==> config.mk <==
export PLATFORM = sky130hd
export DESIGN_NAME = vector_alu_seq
export DESIGN_NICKNAME = d
export VERILOG_FILES = /design/src/rtl/vector_pkg.sv /design/src/rtl/valu_lane.sv /design/src/rtl/vector_alu_seq.sv
export SDC_FILE = /design/constraint.sdc
export NUM_CORES = 2
export LEC_CHECK = 0
export CORE_MARGIN = 8
export CORE_UTILIZATION = 53
export DETAILED_ROUTE_END_ITERATION = 8
export PLACE_DENSITY = 0.74
export RECOVER_POWER = 100
export SETUP_SLACK_MARGIN = 0.02
export SLEW_MARGIN = 20
export SYNTH_ARGS = -nofsm -noshare
export SYNTH_HDL_FRONTEND = slang
export SYNTH_SLANG_ARGS = --single-unit
==> constraint.sdc <==
create_clock -name clk -period 11.5 [get_ports clk]
set_input_delay 1.15 -clock clk [delete_from_list [all_inputs] [get_ports clk]]
set_output_delay 1.15 -clock clk [all_outputs]
set_load 0.05 [all_outputs]
==> src/rtl/vector_pkg.sv <==
// Shared definitions for the vector ALU: vector length, lane op encodings and FSM states.
package vector_pkg;

  localparam int VLEN   = 5;
  localparam int IDX_W  = 3;
  localparam int DATA_W = 32;

  localparam logic [IDX_W-1:0] IDX_LAST = 3'd4;

  typedef enum logic [2:0] {
    OP_ADD  = 3'b000,
    OP_SUB  = 3'b001,
    OP_MUL  = 3'b010,
    OP_AND  = 3'b011,
    OP_OR   = 3'b100,
    OP_XOR  = 3'b101,
    OP_SHR  = 3'b110,
    OP_COPY = 3'b111
  } op_e;

  typedef enum logic [1:0] {
    ST_IDLE = 2'b00,
    ST_EXEC = 2'b01,
    ST_WB   = 2'b10
  } state_e;

  // Signed clamp value chosen by the sign of the first operand on overflow.
  function automatic logic [DATA_W-1:0] sat_clamp(input logic neg);
    return neg ? 32'h8000_0000 : 32'h7FFF_FFFF;
  endfunction

endpackage

==> src/rtl/valu_lane.sv <==
// Combinational per-element ALU. Define VALU_SAT_EN for signed saturating add/sub.
module valu_lane
  import vector_pkg::*;
(
  input  logic [2:0]        op,
  input  logic [DATA_W-1:0] elem,
  input  logic [DATA_W-1:0] scalar,
  output logic [DATA_W-1:0] result
);

  logic [DATA_W-1:0] sum_s;
  logic [DATA_W-1:0] diff_s;
  logic [DATA_W-1:0] prod_s;
  logic [DATA_W-1:0] add_res_s;
  logic [DATA_W-1:0] sub_res_s;

  assign sum_s  = elem + scalar;
  assign diff_s = elem - scalar;
  assign prod_s = elem * scalar;

`ifdef VALU_SAT_EN
  logic add_ovf_s;
  logic sub_ovf_s;

  assign add_ovf_s = (elem[31] == scalar[31]) && (sum_s[31] != elem[31]);
  assign sub_ovf_s = (elem[31] != scalar[31]) && (diff_s[31] != elem[31]);
  assign add_res_s = add_ovf_s ? sat_clamp(elem[31]) : sum_s;
  assign sub_res_s = sub_ovf_s ? sat_clamp(elem[31]) : diff_s;
`else
  assign add_res_s = sum_s;
  assign sub_res_s = diff_s;
`endif

  // Lane operation select
  always_comb begin
    result = elem;
    case (op_e'(op))
      OP_ADD:  result = add_res_s;
      OP_SUB:  result = sub_res_s;
      OP_MUL:  result = prod_s;
      OP_AND:  result = elem & scalar;
      OP_OR:   result = elem | scalar;
      OP_XOR:  result = elem ^ scalar;
      OP_SHR:  result = elem >> scalar[4:0];
      OP_COPY: result = elem;
      default: result = elem;
    endcase
  end

endmodule

==> src/rtl/vector_alu_seq.sv <==
// Sequential 5-element vector ALU: one lane per cycle in EXEC, results written back in WB.
module vector_alu_seq
  import vector_pkg::*;
(
  input  logic              clk,
  input  logic              reset,
  input  logic              start,
  input  logic [2:0]        op,
  input  logic [3:0]        vd_in,
  input  logic [DATA_W-1:0] vr_0,
  input  logic [DATA_W-1:0] vr_1,
  input  logic [DATA_W-1:0] vr_2,
  input  logic [DATA_W-1:0] vr_3,
  input  logic [DATA_W-1:0] vr_4,
  input  logic [DATA_W-1:0] scalar,
  output logic              busy,
  output logic              done,
  output logic              vwe,
  output logic [3:0]        vd,
  output logic [DATA_W-1:0] wd_0,
  output logic [DATA_W-1:0] wd_1,
  output logic [DATA_W-1:0] wd_2,
  output logic [DATA_W-1:0] wd_3,
  output logic [DATA_W-1:0] wd_4
);

  state_e            state_r;
  state_e            state_nxt_s;
  logic [IDX_W-1:0]  idx_r;
  logic [2:0]        op_r;
  logic [3:0]        vd_cap_r;
  logic [DATA_W-1:0] scalar_r;
  logic [DATA_W-1:0] vr_r  [VLEN];
  logic [DATA_W-1:0] res_r [VLEN];
  logic [DATA_W-1:0] wd_r  [VLEN];
  logic [3:0]        vd_r;
  logic [DATA_W-1:0] elem_s;
  logic [DATA_W-1:0] lane_res_s;

  // State register
  always_ff @(posedge clk) begin
    if (reset) state_r <= ST_IDLE;
    else       state_r <= state_nxt_s;
  end

  // Next-state logic
  always_comb begin
    state_nxt_s = state_r;
    case (state_r)
      ST_IDLE: if (start) state_nxt_s = ST_EXEC; else state_nxt_s = ST_IDLE;
      ST_EXEC: if (idx_r == IDX_LAST) state_nxt_s = ST_WB; else state_nxt_s = ST_EXEC;
      ST_WB:   state_nxt_s = ST_IDLE;
      default: state_nxt_s = ST_IDLE;
    endcase
  end

  // FSM outputs
  always_comb begin
    busy = 1'b0;
    done = 1'b0;
    vwe  = 1'b0;
    case (state_r)
      ST_IDLE: busy = 1'b0;
      ST_EXEC: busy = 1'b1;
      ST_WB: begin
        busy = 1'b1;
        done = 1'b1;
        vwe  = 1'b1;
      end
      default: busy = 1'b0;
    endcase
  end

  // Element select for the current lane
  always_comb begin
    elem_s = vr_r[0];
    case (idx_r)
      3'd0:    elem_s = vr_r[0];
      3'd1:    elem_s = vr_r[1];
      3'd2:    elem_s = vr_r[2];
      3'd3:    elem_s = vr_r[3];
      3'd4:    elem_s = vr_r[4];
      default: elem_s = vr_r[0];
    endcase
  end

  valu_lane u_lane (
    .op     (op_r),
    .elem   (elem_s),
    .scalar (scalar_r),
    .result (lane_res_s)
  );

  // Operand capture, per-lane results and write-back registers
  always_ff @(posedge clk) begin
    if (reset) begin
      idx_r    <= 3'd0;
      op_r     <= 3'd0;
      vd_cap_r <= 4'd0;
      scalar_r <= 32'd0;
      vd_r     <= 4'd0;
      for (int i = 0; i < VLEN; i++) begin
        vr_r[i]  <= 32'd0;
        res_r[i] <= 32'd0;
        wd_r[i]  <= 32'd0;
      end
    end else begin
      case (state_r)
        ST_IDLE: begin
          if (start) begin
            op_r     <= op;
            vd_cap_r <= vd_in;
            scalar_r <= scalar;
            vr_r[0]  <= vr_0;
            vr_r[1]  <= vr_1;
            vr_r[2]  <= vr_2;
            vr_r[3]  <= vr_3;
            vr_r[4]  <= vr_4;
            idx_r    <= 3'd0;
          end
        end
        ST_EXEC: begin
          for (int i = 0; i < VLEN; i++) begin
            if (idx_r == IDX_W'(i)) res_r[i] <= lane_res_s;
          end
          if (idx_r == IDX_LAST) begin
            // Output copy is taken here so wd_* stay stable outside WB.
            idx_r <= 3'd0;
            vd_r  <= vd_cap_r;
            for (int i = 0; i < VLEN - 1; i++) wd_r[i] <= res_r[i];
            wd_r[VLEN-1] <= lane_res_s;
          end else begin
            idx_r <= idx_r + 3'd1;
          end
        end
        ST_WB:   idx_r <= 3'd0;
        default: idx_r <= 3'd0;
      endcase
    end
  end

  assign vd   = vd_r;
  assign wd_0 = wd_r[0];
  assign wd_1 = wd_r[1];
  assign wd_2 = wd_r[2];
  assign wd_3 = wd_r[3];
  assign wd_4 = wd_r[4];

endmodule

Yosys cells after proc, flatten, opt, wreduce, memory -nomap -nowiden
Memory sizes are Yosys's and may differ from the RTL's.
Index checks and enable logic that the tools add are counted.
{"block": "word_totals", "ram_bits": 480, "n_memories": 3, "register_bits": 48, "in_bits": 202, "elab_cells": 103, "out_inout_bits": 167}
{"block": "classes", "n_mux": 51, "n_eq_ne": 14, "addsub": 3, "shifts": 1, "bitwise_logic": 18, "reduce_logical": 6, "multipliers": 1}
{"name": "res_r", "words": 5, "width": 32, "read_ports": 4, "rd_ports_with_merged_regs": 0, "write_ports": 5, "line": "vector_alu_seq.sv:34", "text": "logic [DATA_W-1:0] res_r [VLEN];"}
{"name": "vr_r", "words": 5, "width": 32, "read_ports": 5, "rd_ports_with_merged_regs": 0, "write_ports": 5, "line": "vector_alu_seq.sv:33", "text": "logic [DATA_W-1:0] vr_r [VLEN];"}
{"name": "wd_r", "words": 5, "width": 32, "read_ports": 5, "rd_ports_with_merged_regs": 0, "write_ports": 5, "line": "vector_alu_seq.sv:35", "text": "logic [DATA_W-1:0] wd_r [VLEN];"}
{"operator": "$mux W32", "count": 15}
{"operator": "$pmux W32 S8", "count": 1}
{"operator": "$pmux W32 S4", "count": 1}
{"operator": "$add A32 B32 Y32", "count": 1}
{"operator": "$and A32 B32 Y32", "count": 1}
{"operator": "$mul A32 B32 Y32", "count": 1}
{"operator": "$or A32 B32 Y32", "count": 1}
{"operator": "$shr A32 B5 Y32", "count": 1}
{"operator": "$sub A32 B32 Y32", "count": 1}
{"operator": "$xor A32 B32 Y32", "count": 1}
{"operator": "$mux W1", "count": 29}
{"operator": "$eq A3 B3 Y1 const B", "count": 5}
{"operator": "$or A1 B1 Y1", "count": 15}
{"operator": "$eq A3 B2 Y1 const B", "count": 4}
{"operator": "$eq A3 B1 Y1 const B", "count": 2}
{"operator": "$logic_not A3 Y1", "count": 2}
{"operator": "$mux W3", "count": 2}
{"operator": "$pmux W3 S2", "count": 1}
{"operator": "$pmux W2 S2", "count": 1}
{"operator": "$reduce_and A2 Y1", "count": 2}
{"operator": "$add A3 B1 Y3 const B", "count": 1}
{"operator": "$eq A2 B1 Y1 const B", "count": 1}
{"operator": "$eq A2 B2 Y1 const B", "count": 1}
{"operator": "$logic_not A2 Y1", "count": 1}
{"operator": "3 further kinds", "count": 3}

Logic depth before layout (Yosys ltp)
{"block": "depth", "depth_word": 6, "ltp_mapped": 40, "depth_no_buf": 32}

By module
Synthesis repeated with hierarchy kept, for this count alone.
{"block": "hier_totals", "hier_cells": 3796, "area_unflattened_um2": 39920.8}
{"mod": "valu_lane", "area_per_inst_um2": 21202.8, "instances": 1, "seq_area_each_um2": 0.0, "cells_per_inst": 2646}
{"mod": "vector_alu_seq", "area_per_inst_um2": 18718.0, "instances": 1, "seq_area_each_um2": 14413.8, "cells_per_inst": 1150}

Worst setup path after synthesis
OpenSTA, ideal clock, no wires.
{"block": "synth_path", "path_type": "register to register", "start": "reg idx_r[2]", "end": "mem res_r[3][27] (netlist: res_r[0][123]) (data pin)", "setup_ns": 0.280, "n_path_buf": 8, "path_stages_with_launch": 35, "t_arrival_ns": 8.682, "required_ns": 11.220, "path_slack_ns": 2.538, "period_less_slack_ns": 8.962, "path_cell_list": "dfxtp_1 buf_4 inv_2 buf_4 buf_4 buf_2 ha_1 clkbuf_1 buf_2 buf_1 a22oi_1 a31oi_2 inv_2 clkbuf_1 nor2_1 fa_1 inv_1 fa_1 fa_1 fa_1 inv_1 fa_1 fa_1 fa_1 fa_1 ha_1 a21o_1 a21o_1 a221oi_1 o21ai_0 o21ai_0 a21boi_0 or3_1 a31oi_1 nor3_1"}
{"item": "from (decl)", "line": "vector_alu_seq.sv:29", "text": "logic [IDX_W-1:0] idx_r;"}
{"item": "from (signal assigned)", "line": "vector_alu_seq.sv:133", "text": "idx_r <= idx_r + 3'd1;"}
{"item": "to (decl)", "line": "vector_alu_seq.sv:34"}

==> impl_metrics.ini <==
[layout]
nFillCells = 6156
stdcell_area_sq_um = 46500
area_growth_pct = 15.4
final_util_pct = 61.6
regArea_sq_um = 14400
drive_above_1_share_pct = 5.45
multi_input_area_sq_um = 23100
layout.nets = 4942
final_cells = 5128

[cts]
holdBufCountCts = 0
post_cts_buffers = 0
cts_buffer_depth = 3
cts_resized = 0
clockRootBuffer = clkbuf_16
cts_max_level = 2
path_clk_slew_ps = 60
clkSinkCount = 496
cts_buffers = 52
clock_latency_ps = 630
cts_tree = done

[placed_design]
place.gp.congestion = 1.01
place_hpwl_mm = 101
numPlacedInstances = 5027
place_area_sq_um = 44900
portBuffers = 368
place_ws_ps = 1060

[global_routing]
grt_pass1_wl_mm = 205
met3_usage_pct = 9.96
use_met2_pct = 50.5
grt_max_degree = 131
grt_pass1_vias = 32069
antenna_found_initial = 4
grt-ovfl-total = 0
grt_usage_pct = 31.9
busiest_layer = met2
use_met1_pct = 38.5

[min_path]
hp-class = flip-flop to flip-flop

[synth]
yosysSeqAreaShare_pct = 35.8
synth_edf_count = 448
synth.top_cells.by_count = 448 x edfxtp_1, 443 x inv_1, 418 x nor2_1
yosysWarnings = 0
syn_area_sq_um = 40300
synth.most_common_cell = edfxtp_1
synthTopCellsByArea = edfxtp_1 33%, fa_1 20%, ha_1 7.0%, inv_1 4.1%, nor2_1 3.9%
syn_avg_cell_area_sq_um = 10.5
yosysTopAreaCell = edfxtp_1
ys_ff_latch = 496
syn_inst = 3849
synth_nets = 4687
yosysUniqueCellTypes = 77
yosys.area.top_type_share_pct = 33.4
async_reset_ff_share_pct = 0
synth_ff_type = edfxtp_1

[worst_setup_path]
setup.worst_path.end_class = flip-flop
path_class = flip-flop to flip-flop
cp-start-kind = flip-flop
crit_slowest_cell = clkinv_1
worstPathArrival_ps = 11180
cp.required_ps = 11810
crit_path_max_incr_delay_ps = 940
cp_common_cell = fa_1
critical_path.max_fanout = 20

[timing]
setup_viol = 0
slew_headroom_pct = -265
hold_ws_ps = 470
maxSlewViolCount = 860
min_period_over_period_pct = 94.5
rsz0062_at_grt = no
skew_ps = 52.0
fin_setup_tns_ps = 0
clock.fmax_mhz = 92.0
min_period_ps = 10870
worstMarginPinSlew_ps = 5450
fin_ws_ps = 627
hold_viol = 0

[floorplanning]
design.die.area_sq_um = 85100
floorplan.rows = 101
die_w_microns = 292
die_h_microns = 292
start_util_pct = 53.3
core_area_sq_um = 75600
ios = 369

[pwr]
p_per_area_nw_per_um2 = 160
finalPower_mw = 7.46
peakVddDrop_v = 0.000133
p_leak_nw = 20.3

[route]
postRouteAntennaNets = 0
first_pass_iters = 8
wl_mm = 138
via_per_inst = 6.15
avgRoutedWirePerCell_microns = 26.9
drc_errors = 0
dr.first_iter.drc_count = 3671
vias = 31536

[run_status]
violations = max-capacitance violations, max-slew violations
status = complete, but fails checks

[run]
drv_cap = 13
[metal layers]
layer  up-vias  routed length (microns)  part of all wire, %
met1     15545                    49500                   36
li1      13522                        -                    -
met3       527                    15300                   11
met4         6                    10200                  7.4
met5         -                       38                0.028
met2      1936                    62900                   46
[path summary, 6_finish.rpt]
kind                                  start            to  slack (ps)  depth (start not counted)
worst max-delay path               idx_r[0]  res_r[0][63]         630                         29
worst min-delay path            vd_cap_r[2]         vd[2]         470                          1
worst max register to register     idx_r[0]  res_r[0][63]         630                         29
worst min register to register  vd_cap_r[2]         vd[2]         470                          1
[cells in the final DEF, fill, tap and decap left out, drive strengths merged, types with 14 or more instances in the layout]
| cell | instances |
|---|---|
| a221oi | 14 |
| clkbuf | 88 |
| and3 | 144 |
| dlygate4sd3 | 169 |
| ha | 227 |
| nor2 | 418 |
| mux2i | 29 |
| and2 | 171 |
| clkdlybuf4s50 | 199 |
| clkinv | 27 |
| nor3 | 26 |
| o31a | 21 |
| a211oi | 29 |
| o21a | 21 |
| nor2b | 15 |
| a22o | 36 |
| xnor2 | 79 |
| o311ai | 14 |
| buf | 81 |
| edfxtp | 448 |
| a21o | 47 |
| mux4 | 31 |
| a211o | 30 |
| inv | 458 |
| fa | 409 |
| a31oi | 30 |
| dfxtp | 48 |
| o21ai | 158 |
| nand2 | 337 |
| a22oi | 39 |
| a21oi | 82 |
| xor2 | 17 |
| nand3 | 33 |
[state kept, by name, summed over array words and instances, names as in the netlist, 3 cells and up]
| register | flops |
|---|---|
| scalar_r | 32 |
| vd | 4 |
| vr_r | 160 |
| op_r | 3 |
| idx_r | 3 |
| vd_cap_r | 4 |
| res_r | 128 |
| wd_r | 160 |
[layout make-up]
class,count,area share [%]
multi-input cells,2621,49.6
flip-flops and latches,496,31.0
diodes,6,0.0323
clock buffers,73,3.10
repair buffers,464,9.42
clock inverters,21,0.417
inverters,469,3.79
well taps,978,2.63
[critical path: cells and delay by family (launching register included)]
family | cells | cell delay (ps)
and+or+nand+nor | 6 | 1680
adders and majority gates | 10 | 4700
AOI/OAI and AO/OA | 7 | 2080
DFF | 1 | 350
buffers and inverters | 6 | 1760
[power by group]
| group | internal (mW) | switching, mW |
|---|---|---|
| registers | 2.13 | 0.0663 |
| clock network | 0.924 | 0.712 |
| logic | 1.34 | 2.29 |
| total | 4.39 | 3.07 |
[cells by family after synthesis]
kind of cell               Yosys count  share of synthesized area, %
muxes                               68                          2.68
buffers and inverters              732                          7.09
DFF                                496                          35.8
xor gates and xnor gates           110                          2.87
adders and majority gates          636                          27.4
AOI/OAI and AO/OA                  625                          10.7
and+or+nand+nor                   1182                          13.5
Power figures use the tool's default switching activity.
